## src/rtl/uart_rx_core_param_if.sv

```systemverilog
// uart_rx_core_param_if: serial input, per-frame configuration and frame-result signals of uart_rx_core_param
interface uart_rx_core_param_if #(
  parameter int DATA_W = 8,
  parameter int PRESCALE_W = 6
);
  logic RX_IN, PAR_EN, PAR_TYP, STOP2;
  logic [PRESCALE_W-1:0] prescale;
  logic [DATA_W-1:0] data_out;
  logic data_valid, par_err, stp_err, strt_glitch, busy, break_det;
  modport master (
    output RX_IN, PAR_EN, PAR_TYP, STOP2, prescale,
    input data_out, data_valid, par_err, stp_err, strt_glitch, busy, break_det
  );
  modport slave (
    input RX_IN, PAR_EN, PAR_TYP, STOP2, prescale,
    output data_out, data_valid, par_err, stp_err, strt_glitch, busy, break_det
  );
endinterface

```

## src/rtl/uart_rx_core_param.sv

```systemverilog
// uart_rx_core_param: oversampled UART receiver, 5..9 data bits, optional parity, 1 or 2 stop bits.
// Define UART_RX_BREAK_DET_EN to report all-zero frames as breaks and wait for line recovery.
module uart_rx_core_param #(
  parameter int DATA_W = 8,
  parameter int PRESCALE_W = 6
) (
  input logic CLK,
  input logic RST,
  uart_rx_core_param_if.slave rx_if
);
  typedef enum logic [2:0] {
    IDLE, START, DATA, PARITY, STOP1, STOP2ST
`ifdef UART_RX_BREAK_DET_EN
    , BRK_WAIT
`endif
  } state_t;
  state_t state, state_n;
  logic [PRESCALE_W-1:0] edge_cnt, p_l, m;
  logic [3:0] bit_cnt;
  logic [DATA_W-1:0] shreg, data_out;
  logic par_en_l, par_typ_l, stop2_l, s0, s1, par_x, par_mis, stp_acc;
  logic data_valid, par_err, stp_err, strt_glitch;
  logic dv_n, pe_n, se_n, sg_n, rx, dec, dec_edge, last, done, stp_bad;
`ifdef UART_RX_BREAK_DET_EN
  logic zero_acc, break_det, bk_n;
  assign rx_if.break_det = break_det;
`else
  assign rx_if.break_det = 1'b0;
`endif
  assign rx = rx_if.RX_IN;
  assign m = p_l >> 1;
  assign last = edge_cnt == p_l - 1'b1;
  assign dec_edge = edge_cnt == m + 1'b1;
  assign dec = (s0 & s1) | (s0 & rx) | (s1 & rx);
  assign done = dec_edge && (state == STOP2ST || (state == STOP1 && !stop2_l));
  assign stp_bad = stp_acc | ~dec;
  assign rx_if.data_out = data_out;
  assign rx_if.data_valid = data_valid;
  assign rx_if.par_err = par_err;
  assign rx_if.stp_err = stp_err;
  assign rx_if.strt_glitch = strt_glitch;
  assign rx_if.busy = state != IDLE;
  always_comb begin
    state_n = state;
    dv_n = 1'b0;
    pe_n = 1'b0;
    se_n = 1'b0;
    sg_n = state == START && dec_edge && dec;
`ifdef UART_RX_BREAK_DET_EN
    bk_n = 1'b0;
`endif
    case (state)
      IDLE: state_n = rx ? IDLE : START;
      START: state_n = sg_n ? IDLE : last ? DATA : START;
      DATA: state_n = last && bit_cnt == 4'(DATA_W - 1) ? (par_en_l ? PARITY : STOP1) : DATA;
      PARITY: state_n = last ? STOP1 : PARITY;
      STOP1: state_n = last && stop2_l ? STOP2ST : STOP1;
`ifdef UART_RX_BREAK_DET_EN
      BRK_WAIT: state_n = dec && last ? IDLE : BRK_WAIT;
`endif
      default: state_n = state;
    endcase
    // returning to IDLE on the decision edge lets a start bit overlap the stop bit's tail
    if (done) begin
      state_n = IDLE;
      se_n = stp_bad;
      pe_n = par_mis;
      dv_n = !stp_bad && !par_mis;
`ifdef UART_RX_BREAK_DET_EN
      if (zero_acc && !dec) begin
        state_n = BRK_WAIT;
        bk_n = 1'b1;
        se_n = 1'b0;
        pe_n = 1'b0;
      end
`endif
    end
  end
  always_ff @(posedge CLK) begin
    if (RST) begin
      state <= IDLE;
      edge_cnt <= '0;
      bit_cnt <= '0;
      p_l <= '0;
      par_en_l <= 1'b0;
      par_typ_l <= 1'b0;
      stop2_l <= 1'b0;
      s0 <= 1'b0;
      s1 <= 1'b0;
      shreg <= '0;
      par_x <= 1'b0;
      par_mis <= 1'b0;
      stp_acc <= 1'b0;
      data_out <= '0;
      data_valid <= 1'b0;
      par_err <= 1'b0;
      stp_err <= 1'b0;
      strt_glitch <= 1'b0;
`ifdef UART_RX_BREAK_DET_EN
      zero_acc <= 1'b0;
      break_det <= 1'b0;
`endif
    end else begin
      state <= state_n;
      data_valid <= dv_n;
      par_err <= pe_n;
      stp_err <= se_n;
      strt_glitch <= sg_n;
      if (dv_n) data_out <= shreg;
`ifdef UART_RX_BREAK_DET_EN
      break_det <= bk_n;
`endif
      if (state == IDLE) begin
        // the edge that sees the start level is edge 0 of the start bit
        edge_cnt <= {{(PRESCALE_W-1){1'b0}}, ~rx};
        bit_cnt <= '0;
        p_l <= rx_if.prescale;
        par_en_l <= rx_if.PAR_EN;
        par_typ_l <= rx_if.PAR_TYP;
        stop2_l <= rx_if.STOP2;
        par_x <= 1'b0;
        par_mis <= 1'b0;
        stp_acc <= 1'b0;
`ifdef UART_RX_BREAK_DET_EN
        zero_acc <= 1'b1;
      end else if (state == BRK_WAIT) begin
        s0 <= s1;
        s1 <= rx;
        edge_cnt <= dec ? edge_cnt + 1'b1 : '0;
      end else if (bk_n) begin
        edge_cnt <= '0;
`endif
      end else begin
        edge_cnt <= last ? '0 : edge_cnt + 1'b1;
        if (last && state == DATA) bit_cnt <= bit_cnt + 1'b1;
        if (edge_cnt == m - 1'b1) s0 <= rx;
        if (edge_cnt == m) s1 <= rx;
        if (dec_edge) begin
`ifdef UART_RX_BREAK_DET_EN
          zero_acc <= zero_acc & ~dec;
`endif
          if (state == DATA) shreg <= {dec, shreg[DATA_W-1:1]};
          if (state == DATA) par_x <= par_x ^ dec;
          if (state == PARITY) par_mis <= par_x ^ dec ^ par_typ_l;
          if (state == STOP1) stp_acc <= ~dec;
        end
      end
    end
  end
endmodule

```

## src/flat_wrapper.sv

```systemverilog
// flat-port wrapper written by rule: the top's interface ports become plain ports
module uart_rx_core_param_flat 
#(
  parameter int DATA_W = 8,
  parameter int PRESCALE_W = 6
)
  (CLK, RST, rx_if_RX_IN, rx_if_PAR_EN, rx_if_PAR_TYP, rx_if_STOP2, rx_if_prescale, rx_if_data_out, rx_if_data_valid, rx_if_par_err, rx_if_stp_err, rx_if_strt_glitch, rx_if_busy, rx_if_break_det);
  uart_rx_core_param_if #(.DATA_W(DATA_W), .PRESCALE_W(PRESCALE_W)) rx_if_i ();
  input logic CLK;
  input logic RST;
  input wire logic [$bits(rx_if_i.RX_IN)-1:0] rx_if_RX_IN;
  input wire logic [$bits(rx_if_i.PAR_EN)-1:0] rx_if_PAR_EN;
  input wire logic [$bits(rx_if_i.PAR_TYP)-1:0] rx_if_PAR_TYP;
  input wire logic [$bits(rx_if_i.STOP2)-1:0] rx_if_STOP2;
  input wire logic [$bits(rx_if_i.prescale)-1:0] rx_if_prescale;
  output wire logic [$bits(rx_if_i.data_out)-1:0] rx_if_data_out;
  output wire logic [$bits(rx_if_i.data_valid)-1:0] rx_if_data_valid;
  output wire logic [$bits(rx_if_i.par_err)-1:0] rx_if_par_err;
  output wire logic [$bits(rx_if_i.stp_err)-1:0] rx_if_stp_err;
  output wire logic [$bits(rx_if_i.strt_glitch)-1:0] rx_if_strt_glitch;
  output wire logic [$bits(rx_if_i.busy)-1:0] rx_if_busy;
  output wire logic [$bits(rx_if_i.break_det)-1:0] rx_if_break_det;
  assign rx_if_i.RX_IN = rx_if_RX_IN;
  assign rx_if_i.PAR_EN = rx_if_PAR_EN;
  assign rx_if_i.PAR_TYP = rx_if_PAR_TYP;
  assign rx_if_i.STOP2 = rx_if_STOP2;
  assign rx_if_i.prescale = rx_if_prescale;
  assign rx_if_data_out = rx_if_i.data_out;
  assign rx_if_data_valid = rx_if_i.data_valid;
  assign rx_if_par_err = rx_if_i.par_err;
  assign rx_if_stp_err = rx_if_i.stp_err;
  assign rx_if_strt_glitch = rx_if_i.strt_glitch;
  assign rx_if_busy = rx_if_i.busy;
  assign rx_if_break_det = rx_if_i.break_det;
  uart_rx_core_param #(.DATA_W(DATA_W), .PRESCALE_W(PRESCALE_W)) u_core (.CLK(CLK), .RST(RST), .rx_if(rx_if_i));
endmodule
```

## config.mk

```make
export PLATFORM = sky130hd
export DESIGN_NAME = uart_rx_core_param_flat
export DESIGN_NICKNAME = d
export VERILOG_FILES = /design/src/rtl/uart_rx_core_param_if.sv /design/src/rtl/uart_rx_core_param.sv /design/src/flat_wrapper.sv
export SDC_FILE = /design/constraint.sdc
export NUM_CORES = 1
export LEC_CHECK = 0
export BUFFER_PORTS_ARGS = -buffer_cell sky130_fd_sc_hd__buf_2
export CAP_MARGIN = 20
export CORE_MARGIN = 2
export CORE_UTILIZATION = 58
export DETAILED_ROUTE_END_ITERATION = 8
export GPL_TIMING_DRIVEN = 0
export PLACE_DENSITY_LB_ADDON = 0.12
export SYNTH_ARGS = -nofsm -noshare
export SYNTH_HDL_FRONTEND = slang
export SYNTH_SLANG_ARGS = --single-unit
```

## constraint.sdc

```tcl
create_clock -name CLK -period 3.2 [get_ports CLK]
set_input_delay 0 -clock CLK [delete_from_list [all_inputs] [get_ports CLK]]
set_output_delay 0 -clock CLK [all_outputs]
set_load 0.05 [all_outputs]
```

* After elaboration in Yosys (flattened, before gate mapping)
Cells that the tools add are included.
** Cells by class
- Add/sub/neg operators :: 5
- Eq/ne operators :: 10
- Multiplexer cells :: 11
- Bitwise gates (word level) :: 12
- Reduce and logical (&&, ||, !) cells :: 25
** Operators with widths (number)
- $eq A6 B6 Y1 :: 3
- $pmux W3 S5 :: 1
- $mux W3 :: 4
- $reduce_and A2 Y1 :: 5
- $logic_and A1 B1 Y1 :: 8
- $add A5 B1 Y6 const B :: 1
- $add A6 B1 Y6 const B :: 1
- $eq A3 B2 Y1 const B :: 2
- $eq A3 B3 Y1 const B :: 2
- $eq A6 B5 Y1 :: 1
- $reduce_or A2 Y1 :: 3
- $sub A5 B1 Y6 const B :: 1
- $sub A6 B1 Y6 const B :: 1
- $mux W1 :: 5
- $reduce_bool A5 Y1 :: 1
- $add A4 B1 Y4 const B :: 1
- $eq A4 B3 Y1 const B :: 1
- $not A1 Y1 :: 4
- $and A1 B1 Y1 :: 3
- $eq A3 B1 Y1 const B :: 1
- $logic_not A1 Y1 :: 3
- $logic_not A3 Y1 :: 1
- $or A1 B1 Y1 :: 3
- $reduce_and A3 Y1 :: 1
- other kinds (5) :: 6
** Word-level totals
- Flip-flop bits (word level) :: 47
- Input port bits :: 12
- Output and inout bits :: 14
- Word-level logic and storage cells :: 82

* Depth between registers and ports, before layout
Gate-level depths: netlist of run 1.
- Depth in word-level cells :: 8
- Mapped depth :: 10
- Gate-level depth less buffers :: 8

* Least setup slack after synthesis of run 1
Ideal clock, no wire load.
- Path type :: reg-to-reg
- From :: register u_core.p_l[2]
- To :: register u_core.state[0]
- Setup time :: 74 ps
- Data arrival time :: 2249 ps
- Required time :: 3126 ps
- Path slack :: 877 ps
- Cell stages (with the launch flop) :: 11
- Buffers on the path :: 2
- Period minus slack after synthesis :: 2323 ps
- Cell sequence :: dfxtp_1 > clkbuf_1 > inv_1 > ha_1 > a21boi_0 > and3_1 > o2111ai_1 > or2_0 > clkbuf_1 > o31a_1 > a31oi_1
** Between the ends
- Word-level cells in the longest chain between the ends :: 6
- Elaborated cells between the ends (all ways) :: 16
- Those cells by class :: add/sub: 2; eq/ne: 2; mux: 6; reduce/logical: 6
** Ends and longest elaborated chain
- start, declared :: line uart_rx_core_param.sv:18 : logic [PRESCALE_W-1:0] edge_cnt, p_l, m;
- start signal, assigned :: line uart_rx_core_param.sv:117 : p_l <= rx_if.prescale;
- $add A5 B1 Y6 :: line uart_rx_core_param.sv:33 : assign dec_edge = edge_cnt == m + 1'b1;
- $eq A6 B6 Y1 :: line uart_rx_core_param.sv:33
- $logic_and A1 B1 Y1 (2 in series) :: line uart_rx_core_param.sv:48 : sg_n = state == START && dec_edge && dec;
- $mux W3 :: line uart_rx_core_param.sv:54 : START: state_n = sg_n ? IDLE : last ? DATA : START;
- $pmux W3 S5 :: line uart_rx_core_param.sv:52 : case (state)
- end signal, assigned :: line uart_rx_core_param.sv:104 : state <= state_n;
- end, declared :: line uart_rx_core_param.sv:17 : state_t state, state_n;
Parallel ways exist; a longest one is shown, timed or not.
A chain may end at the register's enable or synchronous reset.

* Worst setup path in the final report of run 1
Same ends and word-level chain as after synthesis.

==> flow_summary.yaml, run 1 <==
sta:
  finalCritPeriodShare: 0.865
  transition_time_of_the_tightest_slew_check_pin_ns: 0.507
  slew_headroom: 0.661
  finalSetupViolations: 0
  finalHoldViolations: 0
  finalCriticalPeriod_ns: 2.77
  hold_ws_ns: 0.0469
  max_clk_rate_mhz: 361
  timing_max_transition_violations_final: 0
  final.setup.tns_ns: 0
  rsz_0062_raised_after_global_routing: "false"
  fin_clk_skew_ns: 0.00524
place:
  globalplace.congestion: 0.897
  port_buffers: 24
  dp_hpwl_um: 3500
critical_path:
  crit_path_cell_trace: "clkbuf_1, inv_1, ha_1, a21boi_0, and3_1, o2111ai_1, or2_0, clkbuf_1, o31a_1, a31oi_1"
  crit_path_max_incr_delay_ns: 0.35
  cp_data_required_time_ns: 3.43
  critPathMaxFanout: 9
  worst-endpoint-arrival_ns: 3.00
  setup.worst_path.end_class: "flop"
  worst_path_most_repeated_cell: "sky130_fd_sc_hd__clkbuf_1"
  combined_buffer_and_inverter_count_along_the_critical_path: 3
  worst_setup_path_start_kind: "flop"
  path_delay_family: "compound AO/OA/AOI/OAI gates"
  worstSetupPathType: "flop to flop"
  slowest_stage: "sky130_fd_sc_hd__dfxtp_1"
clocking:
  ctsLongestPathBuffers: 2
  cts.hold.buffers_added: 9
  clock_tree.htree_level_count: 2
  tritoncts: "yes"
  insertion_delay_ns: 0.30
  root_buffer: "sky130_fd_sc_hd__clkbuf_8"
  post_cts_sizing_count: 0
  postCtsSetupRepairBufs: 0
  cts-buffers-inserted: 5
  numClockSinks: 47
  cts.reportedPaths.clkPinSlew_ns: 0.09
synthesis:
  ys_async_sr_fraction: 0
  syn_area_per_cell_sq_um: 8.81
  ys_ff_latch: 47
  netlist_instances: 272
  yosys.cell_types.count: 49
  synth_fp_nets: 290
  post-synth-top-area-fraction: 0.393
  synth-edff-count: 0
  ys.flop_type: "sky130_fd_sc_hd__dfxtp_1"
  synth_sequential_area_ratio: 0.393
  syn_area_sq_um: 2400
  synth.yosys.warnings: 0
  synth.largest_area_cell: "sky130_fd_sc_hd__dfxtp_1"
  post_synth_main_area_contributors: "sky130_fd_sc_hd__dfxtp_1 39%, sky130_fd_sc_hd__mux2i_1 8.4%, sky130_fd_sc_hd__nor2_1 5.5%"
drt:
  number_of_remaining_drc_errors: 0
  route.antenna.remaining_nets: 0
  post_drt_via_cell_ratio: 5.41
  postRouteWirelength_um: 4920
  detailroute.via_count: 1964
  drt_iter0_markers: 101
  detail_route.wl_per_cell_um: 13.6
  drt_pre_antenna_iters: 4
floorplanning:
  die-width_um: 68.3
  boundaryPins: 26
  start_util: 0.599
  dieHeight_um: 68.3
  num_rows: 23
  core_region_area_sq_um: 4000
  design.die.area_sq_um: 4660
global_route:
  first_global_vias: 1839
  grt_antenna_before_repair: 0
  grt.overflow.total: 0
  grt_first_pass_wirelength_um: 8250
  maximum_number_of_pins_on_one_net_before_global_route_repair: 16
  grt_util_all_layers: 0.237
cells_and_area:
  multi_input_comb_area_sq_um: 1310
  area.growth.synth_to_final_pct: 16.4
  antennaDiodeCount: 0
  n_fill_cell: 351
  sequential_cell_area_sq_um: 941
  layout.nets: 330
  layout-drive-gt1-share: 0.160
pwr:
  max-vdd-ir-drop_uv: 320
  power_density_nw_per_um2: 447
  fin_total_pwr_w: 0.00125
  p_leak_nw: 1.29
status:
  run_status: "complete, no violations"
min_path:
  hold_wc_path_type: "input pin to flop"
job:
  max_cap_viol_count: 0
==> cell usage after synthesis, types with 3 or more instances <==
cell type and number:
sky130_fd_sc_hd__mux2i_1 20, sky130_fd_sc_hd__xor2_1 14, sky130_fd_sc_hd__and3_1 4, sky130_fd_sc_hd__dfxtp_1 47, sky130_fd_sc_hd__nor3_1 6, sky130_fd_sc_hd__nor3b_1 3
sky130_fd_sc_hd__nand2_1 28, sky130_fd_sc_hd__clkbuf_1 7, sky130_fd_sc_hd__buf_4 3, sky130_fd_sc_hd__nand4_1 4, sky130_fd_sc_hd__a31oi_1 3, sky130_fd_sc_hd__nand3_1 10
sky130_fd_sc_hd__a21o_1 3, sky130_fd_sc_hd__buf_6 3, sky130_fd_sc_hd__ha_1 6, sky130_fd_sc_hd__xnor2_1 11, sky130_fd_sc_hd__nor2_1 35, sky130_fd_sc_hd__a21oi_1 15
sky130_fd_sc_hd__inv_1 8, sky130_fd_sc_hd__buf_2 3
==> layout by cell type, fill, tap and decap left out, types with 7 or more instances in the layout <==
cell                            synthesis  final
sky130_fd_sc_hd__buf_2                  3     27
sky130_fd_sc_hd__clkbuf_1               7      7
sky130_fd_sc_hd__xor2_1                14     14
sky130_fd_sc_hd__inv_1                  8      8
sky130_fd_sc_hd__dlygate4sd3_1          1     10
sky130_fd_sc_hd__a21oi_1               15     15
sky130_fd_sc_hd__nand2_1               28     28
sky130_fd_sc_hd__mux2i_1               20     20
sky130_fd_sc_hd__xnor2_1               11     11
sky130_fd_sc_hd__nor2_1                35     35
sky130_fd_sc_hd__dfxtp_1               47     47
sky130_fd_sc_hd__nand3_1               10     10
==> final cells by class <==
type,count,area share
timing repair buffer,33,0.0753
clock inverter,2,0.0139
sequential,47,0.337
inverter,8,0.0108
tap,50,0.0224
clock buffer,6,0.0296
multi-input combinational,199,0.470
buffer,18,0.0404
==> registers in the layout (all words and copies together) (netlist names) <==
name	flops
u_core.stp_acc	1
u_core.edge_cnt	6
u_core.rx_if.data_out	8
u_core.state	3
u_core.s0	1
u_core.bit_cnt	4
u_core.rx_if.stp_err	1
u_core.s1	1
u_core.par_typ_l	1
u_core.p_l	6
u_core.par_en_l	1
u_core.stop2_l	1
u_core.rx_if.data_valid	1
u_core.par_mis	1
u_core.shreg	8
u_core.rx_if.strt_glitch	1
u_core.par_x	1
u_core.rx_if.par_err	1
==> through the flow <==
stage | std cells | area (sq um) | setup slack [ns] | util
after floorplan | 272 | 2400 | 0.877 | -
after global placement | 346 | 2580 | 0.581 | 0.645
after detailed placement | 346 | 2580 | 0.489 | 0.645
after CTS | 363 | 2790 | 0.456 | 0.698
after global routing | 363 | 2790 | 0.194 | 0.698
final | 363 | 2790 | 0.432 | 0.698
==> per-layer routing <==
metal / wire (um) / track usage
met1: 2360 / 0.301
met2: 2350 / 0.398
met3: 158 / 0.0493
met4: 52 / 0.0800
met5: 0 / 0
==> report_power, final <==
group	total, W	internal [W]	switching [W]
Clock	0.000467	0.000257	0.000209
Sequential	0.000610	0.000597	0.0000134
Combinational	0.000169	0.0000705	0.0000990
Total	0.00125	0.000924	0.000322
==> worst paths after layout <==
| check | startpoint | end | slack [ns] | cells after the start |
|---|---|---|---|---|
| setup reg to reg | u_core.p_l[2]$_SDFFE_PP0P_ | u_core.state[0]$_SDFFE_PP0P_ | 0.43 | 10 |
| hold / removal | rx_if_RX_IN | u_core.s0$_SDFFE_PP0P_ | 0.05 | 3 |
| setup / recovery | u_core.p_l[2]$_SDFFE_PP0P_ | u_core.state[0]$_SDFFE_PP0P_ | 0.43 | 10 |
| hold reg to reg | u_core.par_typ_l$_SDFFE_PP0P_ | u_core.par_typ_l$_SDFFE_PP0P_ | 0.48 | 2 |
==> cell families after synthesis <==
kind of cell,Yosys count,synth area share
other,1,0.00157
XOR/XNOR,27,0.105
AND/OR/NAND/NOR,108,0.227
buffers and inverters,26,0.0595
multiplexers,20,0.0836
adder cells (fa/ha/maj),6,0.0313
flip-flops,47,0.393
AO/OA/AOI/OAI,37,0.0997
==> tightest hold or removal path: cells and delay by family <==
kind                   cells  cell delay, ns
muxes                      1            0.09
and+or+nand+nor            1            0.07
buffers and inverters      1            0.15
Power figures use the tool's default switching activity.
==> run 2, diff against run 1 <==
- CORE_UTILIZATION: 58 -> 40
- PLACE_DENSITY_LB_ADDON: 0.12 -> 0.05
- REMOVE_ABC_BUFFERS: not set -> 1
==> run 2 against run 1 <==
  * Wire length about the same
  * Critical path type unchanged
  * Critical path depth decreased by 2
  * Clock-buffer cell count unchanged
  * Clock skew down 0.00081 ns
==> flow_summary.yaml, run 2 (same netlist as run 1, synthesis figures left out) <==
cells_and_area:
  fin_cells: 371
  layout.nets: 313
  reg.largest.list: "u_core.rx_if.data_out: 8 flops, u_core.shreg: 8 flops"
  sequential_cell_area_sq_um: 941
  layout-drive-gt1-share: 0.139
  n_fill_cell: 592
  final_common_cell: "sky130_fd_sc_hd__dfxtp_1"
  postLayoutCellArea_sq_um: 2690
  antennaDiodeCount: 0
  area.growth.synth_to_final_pct: 12.1
  multi_input_comb_area_sq_um: 1320
  mostFrequentLayoutCells: "47 x sky130_fd_sc_hd__dfxtp_1, 35 x sky130_fd_sc_hd__nor2_1, 28 x sky130_fd_sc_hd__nand2_1"
drt:
  drt_pre_antenna_iters: 4
  drt_iter0_markers: 116
  post_drt_via_cell_ratio: 5.12
  number_of_remaining_drc_errors: 0
  detail_route.wl_per_cell_um: 13.3
  route.antenna.remaining_nets: 0
  postRouteWirelength_um: 4920
  detailroute.via_count: 1898
critical_path:
  worstSetupPathType: "flop to flop"
  crit_path_cell_trace: "inv_1, ha_1, xnor2_1, nand2b_1, nor4_4, nand4_2, or3_1, a21oi_1"
  path_delay_family: "simple AND/OR/NAND/NOR gates"
  crit_path_max_incr_delay_ns: 0.56
  setup.worst_path.end_class: "flop"
  r2r_cells: 8
  critical_path.reg2reg.endpoint: "u_core.par_x$_SDFFE_PP0P_"
  critPathMaxFanout: 11
  worst_setup_path_start_kind: "flop"
  slowest_stage: "sky130_fd_sc_hd__dfxtp_1"
  worst-endpoint-arrival_ns: 3.06
  cp_data_required_time_ns: 3.43
  combined_buffer_and_inverter_count_along_the_critical_path: 1
  crit-reg2reg-launch: "u_core.p_l[2]$_SDFFE_PP0P_"
  timing.reg2reg.setup_slack_ns: 0.37
sta:
  rsz_0062_raised_after_global_routing: "false"
  max_clk_rate_mhz: 353
  finalHoldViolations: 0
  hold_ws_ns: 0.0435
  fin_clk_skew_ns: 0.00442
  transition_time_of_the_tightest_slew_check_pin_ns: 0.903
  finalCriticalPeriod_ns: 2.83
  finalCritPeriodShare: 0.884
  final.setup.tns_ns: 0
  slew_headroom: 0.395
  finalSetupViolations: 0
  timing_max_transition_violations_final: 0
floorplanning:
  die-width_um: 81.4
  boundaryPins: 26
  num_rows: 28
  core_region_area_sq_um: 5850
  start_util: 0.410
  dieHeight_um: 81.4
  design.die.area_sq_um: 6630
clocking:
  clock_tree.htree_level_count: 2
  cts.hold.buffers_added: 9
  cts.reportedPaths.clkPinSlew_ns: 0.09
  root_buffer: "sky130_fd_sc_hd__clkbuf_8"
  ctsLongestPathBuffers: 2
  tritoncts: "yes"
  numClockSinks: 47
  cts-buffers-inserted: 5
  insertion_delay_ns: 0.30
  post_cts_sizing_count: 0
  postCtsSetupRepairBufs: 0
place:
  port_buffers: 24
  dp_cells: 353
  dp_hpwl_um: 3440
  post_dp_cell_area_sq_um: 2500
  globalplace.congestion: 0.816
min_path:
  hold_path.startpoint: "rx_if_RX_IN"
  worst_hold_path.num_cells: 3
  timing.hold.worst_endpoint: "u_core.s1$_SDFFE_PP0P_"
  hold_wc_path_type: "input pin to flop"
pwr:
  p_leak_nw: 1.21
  max-vdd-ir-drop_uv: 235
  power_density_nw_per_um2: 424
  fin_total_pwr_w: 0.00114
job:
  max_cap_viol_count: 0
global_route:
  grt_antenna_before_repair: 0
  first_global_vias: 1758
  grt_util_all_layers: 0.162
  grt_first_pass_wirelength_um: 8210
  grt.overflow.total: 0
  maximum_number_of_pins_on_one_net_before_global_route_repair: 33
status:
  run_status: "complete, no violations"
run 2: per-layer routing:
metal	routed length (um)	track usage
met5	0	0
met4	54	0.0508
met3	130	0.0333
met2	2270	0.268
met1	2470	0.211
run 2: worst max path at each step:
stage / cells past startpoint / start / to
after floorplan: 8 / u_core.p_l[2]$_SDFFE_PP0P_ / u_core.bit_cnt[1]$_SDFFE_PP0P_
after global placement: 4 / u_core.state[2]$_SDFFE_PP0P_ / u_core.par_mis$_SDFFE_PP0P_
after detailed placement: 8 / u_core.p_l[2]$_SDFFE_PP0P_ / u_core.bit_cnt[1]$_SDFFE_PP0P_
after CTS: 8 / u_core.p_l[2]$_SDFFE_PP0P_ / u_core.bit_cnt[1]$_SDFFE_PP0P_
after global routing: 8 / u_core.p_l[2]$_SDFFE_PP0P_ / u_core.par_x$_SDFFE_PP0P_
final: 8 / u_core.p_l[2]$_SDFFE_PP0P_ / u_core.par_x$_SDFFE_PP0P_
run 2: tightest hold or removal path, delay by kind of cell:
family,cells,cell delay (ns)
buf+inv,1,0.15
mux,1,0.08
simple gates,1,0.08
run 2: power by group:
part | total (W) | switching [W] | internal (W) | leakage, nW
registers | 0.000618 | 0.0000216 | 0.000597 | 0.381
logic | 0.000149 | 0.0000865 | 0.0000621 | 0.783
clock network | 0.000372 | 0.000214 | 0.000157 | 0.0418
total | 0.00114 | 0.000323 | 0.000816 | 1.21
run 2: cell type report:
type,count,area share
Sequential cell,47,0.350
Clock buffer,6,0.0270
Multi-Input combinational cell,199,0.490
Tap cell,75,0.0349
Clock inverter,2,0.00605
Timing Repair Buffer,34,0.0801
Inverter,8,0.0112
run 2: through the flow:
step / worst slack, ns / util
final: 0.370 / 0.459
after global routing: 0.0919 / 0.459
after CTS: 0.132 / 0.458
after detailed placement: 0.157 / 0.428
after global placement: 0.0998 / 0.427
after floorplan: 0.718 / -
==> run 3, diff against run 2 <==
- BUFFER_PORTS_ARGS: -buffer_cell sky130_fd_sc_hd__buf_2 -> not set
- DONT_BUFFER_PORTS: not set -> 1
- MAX_ROUTING_LAYER: not set -> met4
==> run 3 against run 2 <==
  * Via count decreased by 5.3%
  * Global-route usage rose by 1.5 points
  * Total power fell by 0.32%
  * Sequential cell count stayed put
  * Cell count down 5.1%
  * Clock skew up 0.0022 ns
  * Critical path depth down 3
  * Worst setup slack got worse by 0.011 ns
  * Critical path type unchanged
  * Largest power group unchanged
==> flow_summary.yaml, run 3 (same netlist as run 1, synthesis figures left out) <==
status:
  run_status: "complete, no violations"
sta:
  final.setup.tns_ns: 0
  slew_headroom: 0.404
  fin_clk_skew_ns: 0.00663
  hold_ws_ns: 0.0303
  finalCriticalPeriod_ns: 2.84
  finalCritPeriodShare: 0.888
  finalSetupViolations: 0
  rsz_0062_raised_after_global_routing: "false"
  finalHoldViolations: 0
  transition_time_of_the_tightest_slew_check_pin_ns: 0.889
  timing_max_transition_violations_final: 0
  max_clk_rate_mhz: 352
pwr:
  power_density_nw_per_um2: 430
  share_comb_of_total_power: 0.133
  max-vdd-ir-drop_uv: 226
  power.internal_w: 0.000818
  power.sequential.fraction: 0.545
  p_switching_w: 0.000317
  p_clk_frac: 0.322
  p_leak_nw: 1.12
  power.switching_fraction: 0.279
cells_and_area:
  fin_cells: 352
  fin_util: 0.451
  antennaDiodeCount: 0
  mostFrequentLayoutCells: "47 x sky130_fd_sc_hd__dfxtp_1, 35 x sky130_fd_sc_hd__nor2_1, 28 x sky130_fd_sc_hd__nand2_1"
  reg.largest.list: "u_core.rx_if.data_out: 8 flops, u_core.shreg: 8 flops"
  layout.nets: 294
  layout-drive-gt1-share: 0.0650
  final_common_cell: "sky130_fd_sc_hd__dfxtp_1"
  area.growth.synth_to_final_pct: 10.1
  postLayoutCellArea_sq_um: 2640
clocking:
  clock_tree.htree_level_count: 2
  cts.reportedPaths.clkPinSlew_ns: 0.09
  insertion_delay_ns: 0.31
  ctsLongestPathBuffers: 2
  postCtsSetupRepairBufs: 0
  tritoncts: "yes"
  root_buffer: "sky130_fd_sc_hd__clkbuf_8"
  cts-buffers-inserted: 5
  numClockSinks: 47
floorplanning:
  die-width_um: 81.4
  boundaryPins: 26
  start_util: 0.410
  design.die.area_sq_um: 6630
  num_rows: 28
  core_region_area_sq_um: 5850
  dieHeight_um: 81.4
place:
  dp_cells: 329
  dp_hpwl_um: 3390
  port_buffers: 0
  globalplace.congestion: 0.814
  post_dp_cell_area_sq_um: 2380
min_path:
  hold_wc_path_type: "input pin to flop"
drt:
  route.antenna.remaining_nets: 0
  postRouteWirelength_um: 5000
  detail_route.wl_per_cell_um: 14.2
  drt_pre_antenna_iters: 4
  number_of_remaining_drc_errors: 0
  post_drt_via_cell_ratio: 5.11
  detailroute.via_count: 1798
  drt_iter0_markers: 71
critical_path:
  cp_data_required_time_ns: 3.40
  worst_setup_path_start_kind: "flop"
  setup.worst_path.end_class: "flop"
  worst-endpoint-arrival_ns: 3.04
  worstSetupPathType: "flop to flop"
  critPathMaxFanout: 14
global_route:
  grt_antenna_before_repair: 0
  grt_first_pass_wirelength_um: 8700
  maximum_number_of_pins_on_one_net_before_global_route_repair: 33
  grt.overflow.total: 0
  grt_util_all_layers: 0.177
  first_global_vias: 1829
job:
  max_cap_viol_count: 0
## run 3: cell types whose count changed in the layout (fill, tap and decap cells not counted)
cell,change
sky130_fd_sc_hd__nor4bb_2,+1
sky130_fd_sc_hd__dlygate4sd3_1,+5
sky130_fd_sc_hd__buf_12,+1
sky130_fd_sc_hd__buf_2,-25
sky130_fd_sc_hd__nor4bb_1,-1
## run 3: worst paths after layout
path                                      from  slack, ns  depth (start not counted)                               to
setup reg to reg  u_core.state[2]$_SDFFE_PP0P_       0.36                          5    u_core.par_typ_l$_SDFFE_PP0P_
hold / removal                     rx_if_RX_IN       0.03                          3  u_core.rx_if.stp_err$_SDFF_PP0_
hold reg to reg   u_core.par_en_l$_SDFFE_PP0P_       0.48                          2     u_core.par_en_l$_SDFFE_PP0P_
setup / recovery  u_core.state[2]$_SDFFE_PP0P_       0.36                          5    u_core.par_typ_l$_SDFFE_PP0P_
## run 3: layer usage
layer / global-route usage / vias up / part of all wire / routed length [um]
met1: 0.222 / 838 / 0.48 / 2420
li1: - / 927 / - / -
met5: - / - / 0 / 0
met2: 0.284 / 25 / 0.47 / 2350
met3: 0.0378 / 8 / 0.031 / 155
met4: 0.0559 / 0 / 0.013 / 66
## run 3: what timing repair did
item                                    in CTS  in global routing
endpoints found under the hold margin       40                  0
resized for setup                            0                  1
hold buffers                                15                  0
endpoints found under the setup margin       0                  4
## run 3: per-stage QoR
step | worst slack, ns | total power (W)
after floorplan | 0.718 | 0.000730
after global placement | -0.175 | 0.000757
after detailed placement | 0.169 | 0.000758
after CTS | 0.150 | 0.00115
after global routing | 0.0117 | 0.00120
final | 0.359 | 0.00113
## run 3: area by class of cell
type                    instances  area (sq um)
flip-flops and latches         47           941
multi-input cells             199          1320
clock buffers                   6          72.6
inverters                       8          30.0
fillers                       593          3210
well taps                      75          93.8
repair buffers                 15           160
clock inverters                 2          16.3
## run 3: power by group through the flow
stage	Sequential (W)	Combinational [W]	Clock, W
2_1_floorplan	0.000626	0.000105	0
3_3_place_gp	0.000632	0.000125	0
3_5_place_dp	0.000632	0.000126	0
4_1_cts	0.000618	0.000151	0.000384
5_1_grt	0.000621	0.000170	0.000404
6_report	0.000618	0.000151	0.000365
## run 3: worst max-delay path, cell delays in order, from the launching register on
cell                            delay, ns
sky130_fd_sc_hd__dfxtp_1             0.43
sky130_fd_sc_hd__nor3_2              0.78
sky130_fd_sc_hd__inv_1               0.67
sky130_fd_sc_hd__nand2_1             0.21
sky130_fd_sc_hd__a21oi_1             0.08
sky130_fd_sc_hd__dlygate4sd3_1       0.55
